<file path="src/rtl/alu_pkg.sv">
// Shared definitions for the execute-stage ALU and its downstream consumers.
//   - ALU_OPW / XLEN : default opcode and datapath widths
//   - alu_op_e       : aluOp encodings (10..15 are unassigned and execute as ADD)
//   - SET_*          : setType encodings read by the set-on-compare logic
//   - alu_entry_t    : one buffered instruction record {result, C, Z, setType}
package alu_pkg;

    localparam int ALU_OPW = 4;
    localparam int XLEN    = 32;

    typedef enum logic [ALU_OPW-1:0] {
        ALU_ADD   = 4'd0,
        ALU_SUB   = 4'd1,
        ALU_AND   = 4'd2,
        ALU_OR    = 4'd3,
        ALU_XOR   = 4'd4,
        ALU_NOR   = 4'd5,
        ALU_SLL   = 4'd6,
        ALU_SRL   = 4'd7,
        ALU_SRA   = 4'd8,
        ALU_PASSB = 4'd9
    } alu_op_e;

    localparam logic [1:0] SET_SLT  = 2'b00;
    localparam logic [1:0] SET_SLE  = 2'b10;
    localparam logic [1:0] SET_NONE = 2'b11;

    typedef struct packed {
        logic [XLEN-1:0] result;
        logic            c;
        logic            z;
        logic [1:0]      set_type;
    } alu_entry_t;

endpackage

</file>
<file path="src/rtl/alu_core.sv">
// Combinational ALU: opA/opB/aluOp -> result, carry, zero.
//   opA, opB : WIDTH-bit operands (opB[4:0] is the shift amount for shifts)
//   aluOp    : OPW-bit operation select
//   result   : WIDTH-bit result, modulo 2^WIDTH
//   c        : carry-out for ADD, no-borrow for SUB, 0 otherwise
//   z        : result == 0
module alu_core
    import alu_pkg::*;
#(
    parameter int WIDTH = XLEN,
    parameter int OPW   = ALU_OPW
) (
    input  logic [WIDTH-1:0] opA,
    input  logic [WIDTH-1:0] opB,
    input  logic [OPW-1:0]   aluOp,
    output logic [WIDTH-1:0] result,
    output logic             c,
    output logic             z
);

    logic [WIDTH:0] sum;
    logic [WIDTH:0] diff;
    logic [4:0]     shamt;

    // SUB as opA + ~opB + 1 so the carry-out reads as opA >= opB unsigned;
    // downstream SLT/SLE depend on exactly this sense of C.
    assign sum   = {1'b0, opA} + {1'b0, opB};
    assign diff  = {1'b0, opA} + {1'b0, ~opB} + {{WIDTH{1'b0}}, 1'b1};
    assign shamt = opB[4:0];

    always_comb begin
        result = sum[WIDTH-1:0];
        c      = 1'b0;
        case (aluOp)
            ALU_SUB: begin
                result = diff[WIDTH-1:0];
                c      = diff[WIDTH];
            end
            ALU_AND:   result = opA & opB;
            ALU_OR:    result = opA | opB;
            ALU_XOR:   result = opA ^ opB;
            ALU_NOR:   result = ~(opA | opB);
            ALU_SLL:   result = opA << shamt;
            ALU_SRL:   result = opA >> shamt;
            ALU_SRA:   result = $signed(opA) >>> shamt;
            ALU_PASSB: result = opB;
            // ADD and the unassigned codes
            default: begin
                result = sum[WIDTH-1:0];
                c      = sum[WIDTH];
            end
        endcase
    end

    assign z = (result == '0);

endmodule

</file>
<file path="src/rtl/alu_flag_stage.sv">
// Execute stage: ALU result + C/Z flags registered into a 2-entry skid buffer.
//   clk, rst_n            : clock, async active-low reset
//   in_valid / in_ready   : upstream handshake; in_ready is registered and
//                           depends only on occupancy (low only when FULL)
//   opA, opB, aluOp       : instruction operands and operation
//   setTypeIn             : set-compare type carried with the instruction
//   flush                 : synchronous drop of all buffered entries
//   out_valid / out_ready : downstream handshake on the head entry
//   aluResult, C, Z,
//   setTypeOut            : head entry fields, held while stalled
module alu_flag_stage
    import alu_pkg::*;
#(
    parameter int WIDTH = XLEN,
    parameter int OPW   = ALU_OPW
) (
    input  logic             clk,
    input  logic             rst_n,
    input  logic             in_valid,
    output logic             in_ready,
    input  logic [WIDTH-1:0] opA,
    input  logic [WIDTH-1:0] opB,
    input  logic [OPW-1:0]   aluOp,
    input  logic [1:0]       setTypeIn,
    input  logic             flush,
    output logic             out_valid,
    input  logic             out_ready,
    output logic [WIDTH-1:0] aluResult,
    output logic             C,
    output logic             Z,
    output logic [1:0]       setTypeOut
);

    typedef enum logic [1:0] {
        EMPTY = 2'd0,
        ONE   = 2'd1,
        FULL  = 2'd2
    } buf_state_e;

    // Local record so the buffer follows WIDTH; same layout as alu_entry_t.
    typedef struct packed {
        logic [WIDTH-1:0] result;
        logic             c;
        logic             z;
        logic [1:0]       set_type;
    } entry_t;

    localparam entry_t RESET_ENTRY = '{result: '0, c: 1'b0, z: 1'b0, set_type: SET_NONE};

    buf_state_e       state_q;
    entry_t           head_q;
    entry_t           tail_q;
    entry_t           new_entry;
    logic             out_valid_q;
    logic             in_ready_q;
    logic             accept;
    logic             consume;
    logic [WIDTH-1:0] core_result;
    logic             core_c;
    logic             core_z;

    alu_core #(
        .WIDTH (WIDTH),
        .OPW   (OPW)
    ) u_core (
        .opA    (opA),
        .opB    (opB),
        .aluOp  (aluOp),
        .result (core_result),
        .c      (core_c),
        .z      (core_z)
    );

    assign new_entry = '{result: core_result, c: core_c, z: core_z, set_type: setTypeIn};
    assign accept    = in_valid & in_ready_q;
    assign consume   = out_valid_q & out_ready;

    // Occupancy FSM. out_valid_q/in_ready_q are kept as registered copies of
    // (state != EMPTY)/(state != FULL) so neither output has a comb path.
    // The head register is always the oldest entry; tail is only live in FULL.
    always_ff @(posedge clk or negedge rst_n) begin
        if (!rst_n) begin
            state_q     <= EMPTY;
            head_q      <= RESET_ENTRY;
            tail_q      <= RESET_ENTRY;
            out_valid_q <= 1'b0;
            in_ready_q  <= 1'b1;
        end else if (flush) begin
            // Same-cycle accept/consume are discarded; data regs hold.
            state_q     <= EMPTY;
            out_valid_q <= 1'b0;
            in_ready_q  <= 1'b1;
        end else begin
            case (state_q)
                EMPTY: begin
                    if (accept) begin
                        head_q      <= new_entry;
                        state_q     <= ONE;
                        out_valid_q <= 1'b1;
                    end
                end
                ONE: begin
                    case ({accept, consume})
                        2'b10: begin
                            tail_q     <= new_entry;
                            state_q    <= FULL;
                            in_ready_q <= 1'b0;
                        end
                        2'b01: begin
                            state_q     <= EMPTY;
                            out_valid_q <= 1'b0;
                        end
                        2'b11: head_q <= new_entry;
                        default: ;
                    endcase
                end
                FULL: begin
                    if (consume) begin
                        head_q     <= tail_q;
                        state_q    <= ONE;
                        in_ready_q <= 1'b1;
                    end
                end
                default: begin
                    state_q     <= EMPTY;
                    out_valid_q <= 1'b0;
                    in_ready_q  <= 1'b1;
                end
            endcase
        end
    end

    assign in_ready   = in_ready_q;
    assign out_valid  = out_valid_q;
    assign aluResult  = head_q.result;
    assign C          = head_q.c;
    assign Z          = head_q.z;
    assign setTypeOut = head_q.set_type;

endmodule

</file>
<file path="config.mk">
export PLATFORM = sky130hd
export DESIGN_NAME = alu_flag_stage
export DESIGN_NICKNAME = d
export VERILOG_FILES = /design/src/rtl/alu_pkg.sv /design/src/rtl/alu_core.sv /design/src/rtl/alu_flag_stage.sv
export SDC_FILE = /design/constraint.sdc
export NUM_CORES = 1
export LEC_CHECK = 0
export ABC_CLOCK_PERIOD_IN_PS = 2400
export CORE_MARGIN = 1.5
export CORE_UTILIZATION = 55
export DETAILED_ROUTE_END_ITERATION = 10
export GPL_TIMING_DRIVEN = 0
export PLACE_DENSITY = 0.76
export SKIP_CTS_REPAIR_TIMING = 1
export SYNTH_ARGS = -nofsm -noshare
export SYNTH_HDL_FRONTEND = slang
export SYNTH_SLANG_ARGS = --single-unit
</file>
<file path="constraint.sdc">
create_clock -name clk -period 2.4 [get_ports clk]
set_input_delay 0.48 -clock clk [delete_from_list [all_inputs] [get_ports clk]]
set_output_delay 0.48 -clock clk [all_outputs]
set_load 0.01 [all_outputs]
</file>
==> results of run 1 <==
-- routing by layer --
| layer | global-route usage, % | GRT overflow |
|---|---|---|
| met3 | 54.7 | 1 |
| met1 | 73.6 | 0 |
| met2 | 89.9 | 21 |
| met4 | 71.0 | 33 |
| met5 | 27.1 | 0 |
-- synthesized netlist by cell type, types with 10 or more instances --
cell type,number,area [sq um]
buf_1,13,48.8
a22oi_1,34,255
and2_1,11,68.8
a2111oi_0,10,87.6
o221ai_1,11,96.3
a21o_1,17,128
a21oi_1,141,706
a211oi_1,29,218
o211a_1,10,100
mux4_2,38,856
dfrtp_1,71,1780
a211o_1,12,105
nor3b_1,10,75.1
clkbuf_1,114,428
nor3_1,43,215
a32oi_1,13,114
nand4_1,30,188
mux2_2,62,698
buf_2,39,195
or2_2,13,81.3
nor2b_1,20,125
a31oi_1,28,175
and3_1,10,62.6
o22ai_1,27,169
nor4_1,26,163
ha_1,97,1210
o211ai_1,45,338
a21boi_0,10,75.1
a221oi_1,13,114
o2111ai_1,13,114
inv_1,100,375
or3_1,12,75.1
o21ai_0,133,666
a22o_1,10,87.6
xnor2_1,13,114
o31ai_1,20,150
nand2b_1,23,144
o21bai_1,12,90.1
nand2_1,196,736
nor2_1,158,593
mux2i_1,80,801
o21a_1,18,135
nand3_1,48,240
-- cells by family after synthesis --
family / Yosys count / share of synthesized area [%]
AND/OR/NAND/NOR: 645 / 21.3
AO/OA/AOI/OAI: 689 / 31.7
XOR/XNOR: 13 / 0.766
flip-flops: 76 / 12.8
multiplexers: 188 / 16.9
buffers and inverters: 283 / 8.08
adder cells (fa/ha/maj): 99 / 8.43
-- metrics by stage --
stage	std cells	utilization (%)	worst slack, ns	instance area [sq um]	setup TNS [ns]
2_1_floorplan	1993	-	-1.67	15400	-44.30
3_5_place_dp	2446	63.6	-4.06	17000	-179.75
3_3_place_gp	2445	63.5	-4.10	17000	-294.25
4_1_cts	2462	64.8	-3.72	17300	-156.12
==> results_dict.tcl, run 1 <==
set metrics [dict create \
    status "did not finish" \
    haltStage "5_1_grt" \
    error "[ERROR GRT-0232] Routing congestion too high. Check the congestion heatmap in the GUI." \
    gp_congestion 1.21 \
    port_buffers 111 \
    synth_nets 2167 \
    cts_sinks 76 \
    cts_made_buffers 9 \
    cts-root-buf "clkbuf_16" \
    synthFlopType "dfrtp_1" \
    io_pins 113 \
    avgSynthCellArea_sq_um 7.46 \
    yosysSeqAreaShare_pct 12.8 \
    row_count 60 \
    yosysWarnings 0 \
    start_util_pct 55.7 \
    ys_ff_latch 76 \
    syn_inst 1993 \
    synth-async-reset-ratio_pct 100 \
    crit_endpoint "tail_q[2]$_DFFE_PN0P_/D" \
    clock_path_buffers 2 \
    die_x_microns 167 \
    grt.overflow.total 55 \
    grt_max_degree 77 \
    endpoint_type "register input" \
    htreeDepth 3 \
    die_h_microns 167 \
    synth.distinct_cells 93 \
    grt_use_total_pct 72.4 \
    syn_area_sq_um 14900 \
    synth-edff-count 0 \
    hpwl_microns 64000 \
]
==> run 2, diff against run 1 <==
--- a/config.mk
+++ b/config.mk
@@ -7,10 +7,10 @@
 export LEC_CHECK = 0
 export ABC_CLOCK_PERIOD_IN_PS = 2400
 export CORE_MARGIN = 1.5
-export CORE_UTILIZATION = 55
+export CORE_UTILIZATION = 40
 export DETAILED_ROUTE_END_ITERATION = 10
 export GPL_TIMING_DRIVEN = 0
-export PLACE_DENSITY = 0.76
+export PLACE_DENSITY_LB_ADDON = 0.15
 export SKIP_CTS_REPAIR_TIMING = 1
 export SYNTH_ARGS = -nofsm -noshare
 export SYNTH_HDL_FRONTEND = slang
==> run 2 against run 1 <==
Compared with the run above: the flow now finishes, with violations (setup timing); synthesized cell count stayed put; synthesized area stayed put.
==> results_dict.tcl, run 2 <==
set metrics [dict create \
    largest_reg_flops 36 \
    antenna_found_initial 1 \
    gp_congestion 1.09 \
    yosysSeqAreaShare_pct 12.8 \
    fin_crit_ns 4.41 \
    crit_top_cell "nor4_4" \
    cp.arrival_ns 4.70 \
    port_buffers 111 \
    synth.distinct_cells 93 \
    grt_use_met2_pct 71.5 \
    status "finished, violations left" \
    slew_headroom_pct 27.0 \
    ir_drop_uv 377 \
    clk_latency_ns 0.35 \
    worstMarginPinSlew_ns 1.09 \
    slowest_delay_ns 0.52 \
    syn_inst 1993 \
    cts_sinks 76 \
    power.static_leakage_nw 9.01 \
    synth_nets 2167 \
    failed_checks "setup timing" \
    path_buf_inv 4 \
    start_util_pct 40.6 \
    fmax_ghz 0.227 \
    setup_violations 68 \
    reg2reg_slack_ns -0.14 \
    critPathRequiredTime_ns 2.68 \
    row_count 70 \
    timing.rr.end "aluResult[16]" \
    drv_cap 0 \
    grt_pass1_vias 17800 \
    clock_path_buffers 2 \
    wire_per_inst_microns 34.9 \
    vias 20200 \
    post-route-period-util_pct 184 \
    slew_viol_final 0 \
    yosysTopAreaCell "dfrtp_1" \
    fin_nets 2482 \
    core-area_sq_um 36600 \
    met1_usage_pct 56.6 \
    ant_nets 0 \
    powerDensity_nw_per_um2 458 \
    htreeDepth 3 \
    avgSynthCellArea_sq_um 7.46 \
    synth_top_area_share_pct 11.9 \
    hpwl_microns 73400 \
    grt.overflow.total 0 \
    synth_area_leaders "dfrtp_1 12%, ha_1 8.2%, mux4_2 5.8%" \
    crit_slowest_cell "or4b_1" \
    final_common_cell "buf_4" \
    fin_tns_setup_ns -64.00 \
    syn_area_sq_um 14900 \
    end_kind "flop" \
    yosys.cell_count.top_type "nand2_1" \
    grt_use_total_pct 46.9 \
    r2r-start "out_valid" \
    place_inst 2574 \
    grt_busiest_layer "met2" \
    cts-root-buf "clkbuf_16" \
    yosysWarnings 0 \
    clkTransAtPathRegs_ns 0.07 \
    startpoint_type "primary input" \
    path_class "in -> reg" \
    clock_skew_ns 0.0141 \
    synthTopCellsByCount "196 x nand2_1, 158 x nor2_1, 141 x a21oi_1, 133 x o21ai_0, 114 x clkbuf_1" \
    totalPowerFinal_w 0.0101 \
    drive_gt1_share_pct 36.6 \
    grt_max_degree 75 \
    final_cell_mix "196 x buf_4, 183 x nand2_1, 140 x nor2_1" \
    fin_area_sq_um 22100 \
    top_register "tail_q" \
    use_met3_pct 10.8 \
    grt_pass1_wl_microns 130000 \
    fin_ws_ns -2.01 \
    viasPerCell 7.28 \
    syn_to_final_growth_pct 48.3 \
    cts_tree "built" \
    layoutNonFillerInstCount 2782 \
    path_depth 16 \
    die_h_microns 196 \
    path_cells "clkbuf_4 -> buf_8 -> clkinvlp_4 -> ha_4 -> nand4_1 -> buf_4 -> nor4_4 -> a2bb2oi_1 -> a21bo_4 -> o211ai_1 -> a21boi_1 -> a211o_1 -> or4b_1 -> or4_4 -> nor4_4 -> mux2_4" \
    first_pass_iters 6 \
    cts_made_buffers 9 \
    wl_microns 97200 \
    critPathMaxFanout 10 \
    synth-edff-count 0 \
    postPlaceCellArea_sq_um 17200 \
    rr_worst_depth 10 \
    die_x_microns 196 \
    hp-class "in -> async" \
    path_delay_family "simple AND/OR/NAND/NOR gates" \
    dp_slack_ns -4.66 \
    synth-async-reset-ratio_pct 100 \
    dr.first_iter.drc_count 2848 \
    drc 0 \
    rsz0062_at_grt "true" \
    io_pins 113 \
    synthFlopType "dfrtp_1" \
    hold_viol_final 0 \
    ys_ff_latch 76 \
    die_area_sq_um 38300 \
]
==> run 2: cell counts after synthesis <==
Identical to the previous run, type by type.
==> run 2: metrics by stage <==
step,utilization [%],hold WS (ns)
floorplan,-,0.184
global placement,46.8,0.457
detailed placement,46.9,0.283
CTS,47.7,-0.0840
global route,60.2,0.498
finish,60.3,0.471
==> run 2: worst max-delay path by stage <==
stage | startpoint | end | slack (ns)
after floorplan | opB[3] | tail_q[2] | -1.67
after global placement | opB[3] | tail_q[2] | -4.78
after detailed placement | opB[3] | tail_q[2] | -4.66
after CTS | opB[3] | tail_q[2] | -4.32
after global routing | opB[9] | tail_q[2] | -2.07
final | opA[19] | tail_q[2] | -2.01
==> run 2: logic make-up (layout without fill, tap and decap cells) <==
kind of cell	Yosys count	after routing	share of synthesized area [%]
fa+ha+maj	99	99	8.43
buf+inv	283	603	8.08
simple gates	645	645	21.3
mux	188	188	16.9
flops	76	76	12.8
other cells	0	1	0
xor+xnor	13	13	0.766
compound gates	689	689	31.7
==> run 2: routing by layer <==
metal / up-vias / part of all wire (%)
met4: 2 / 11
met3: 595 / 12
met5: - / 0.071
li1: 8206 / -
met2: 1836 / 42
met1: 9610 / 35
==> run 2: cell type report <==
cell class              count  area [sq um]
inverters                 105           485
clock buffers               9           225
clock inverters             7          65.1
well taps                 468           586
fillers                  3313         14600
flip-flops and latches     76          1910
repair buffers            315          2950
plain buffers             167          1630
multi-input cells        1634         14200
diodes                      1          2.50
==> run 2: where the power goes <==
part / internal, W / switching [W]
registers: 0.00187 / 0.000313
clock network: 0.000727 / 0.000636
logic: 0.00283 / 0.00374
total: 0.00542 / 0.00468
Power figures use the tool's default switching activity.
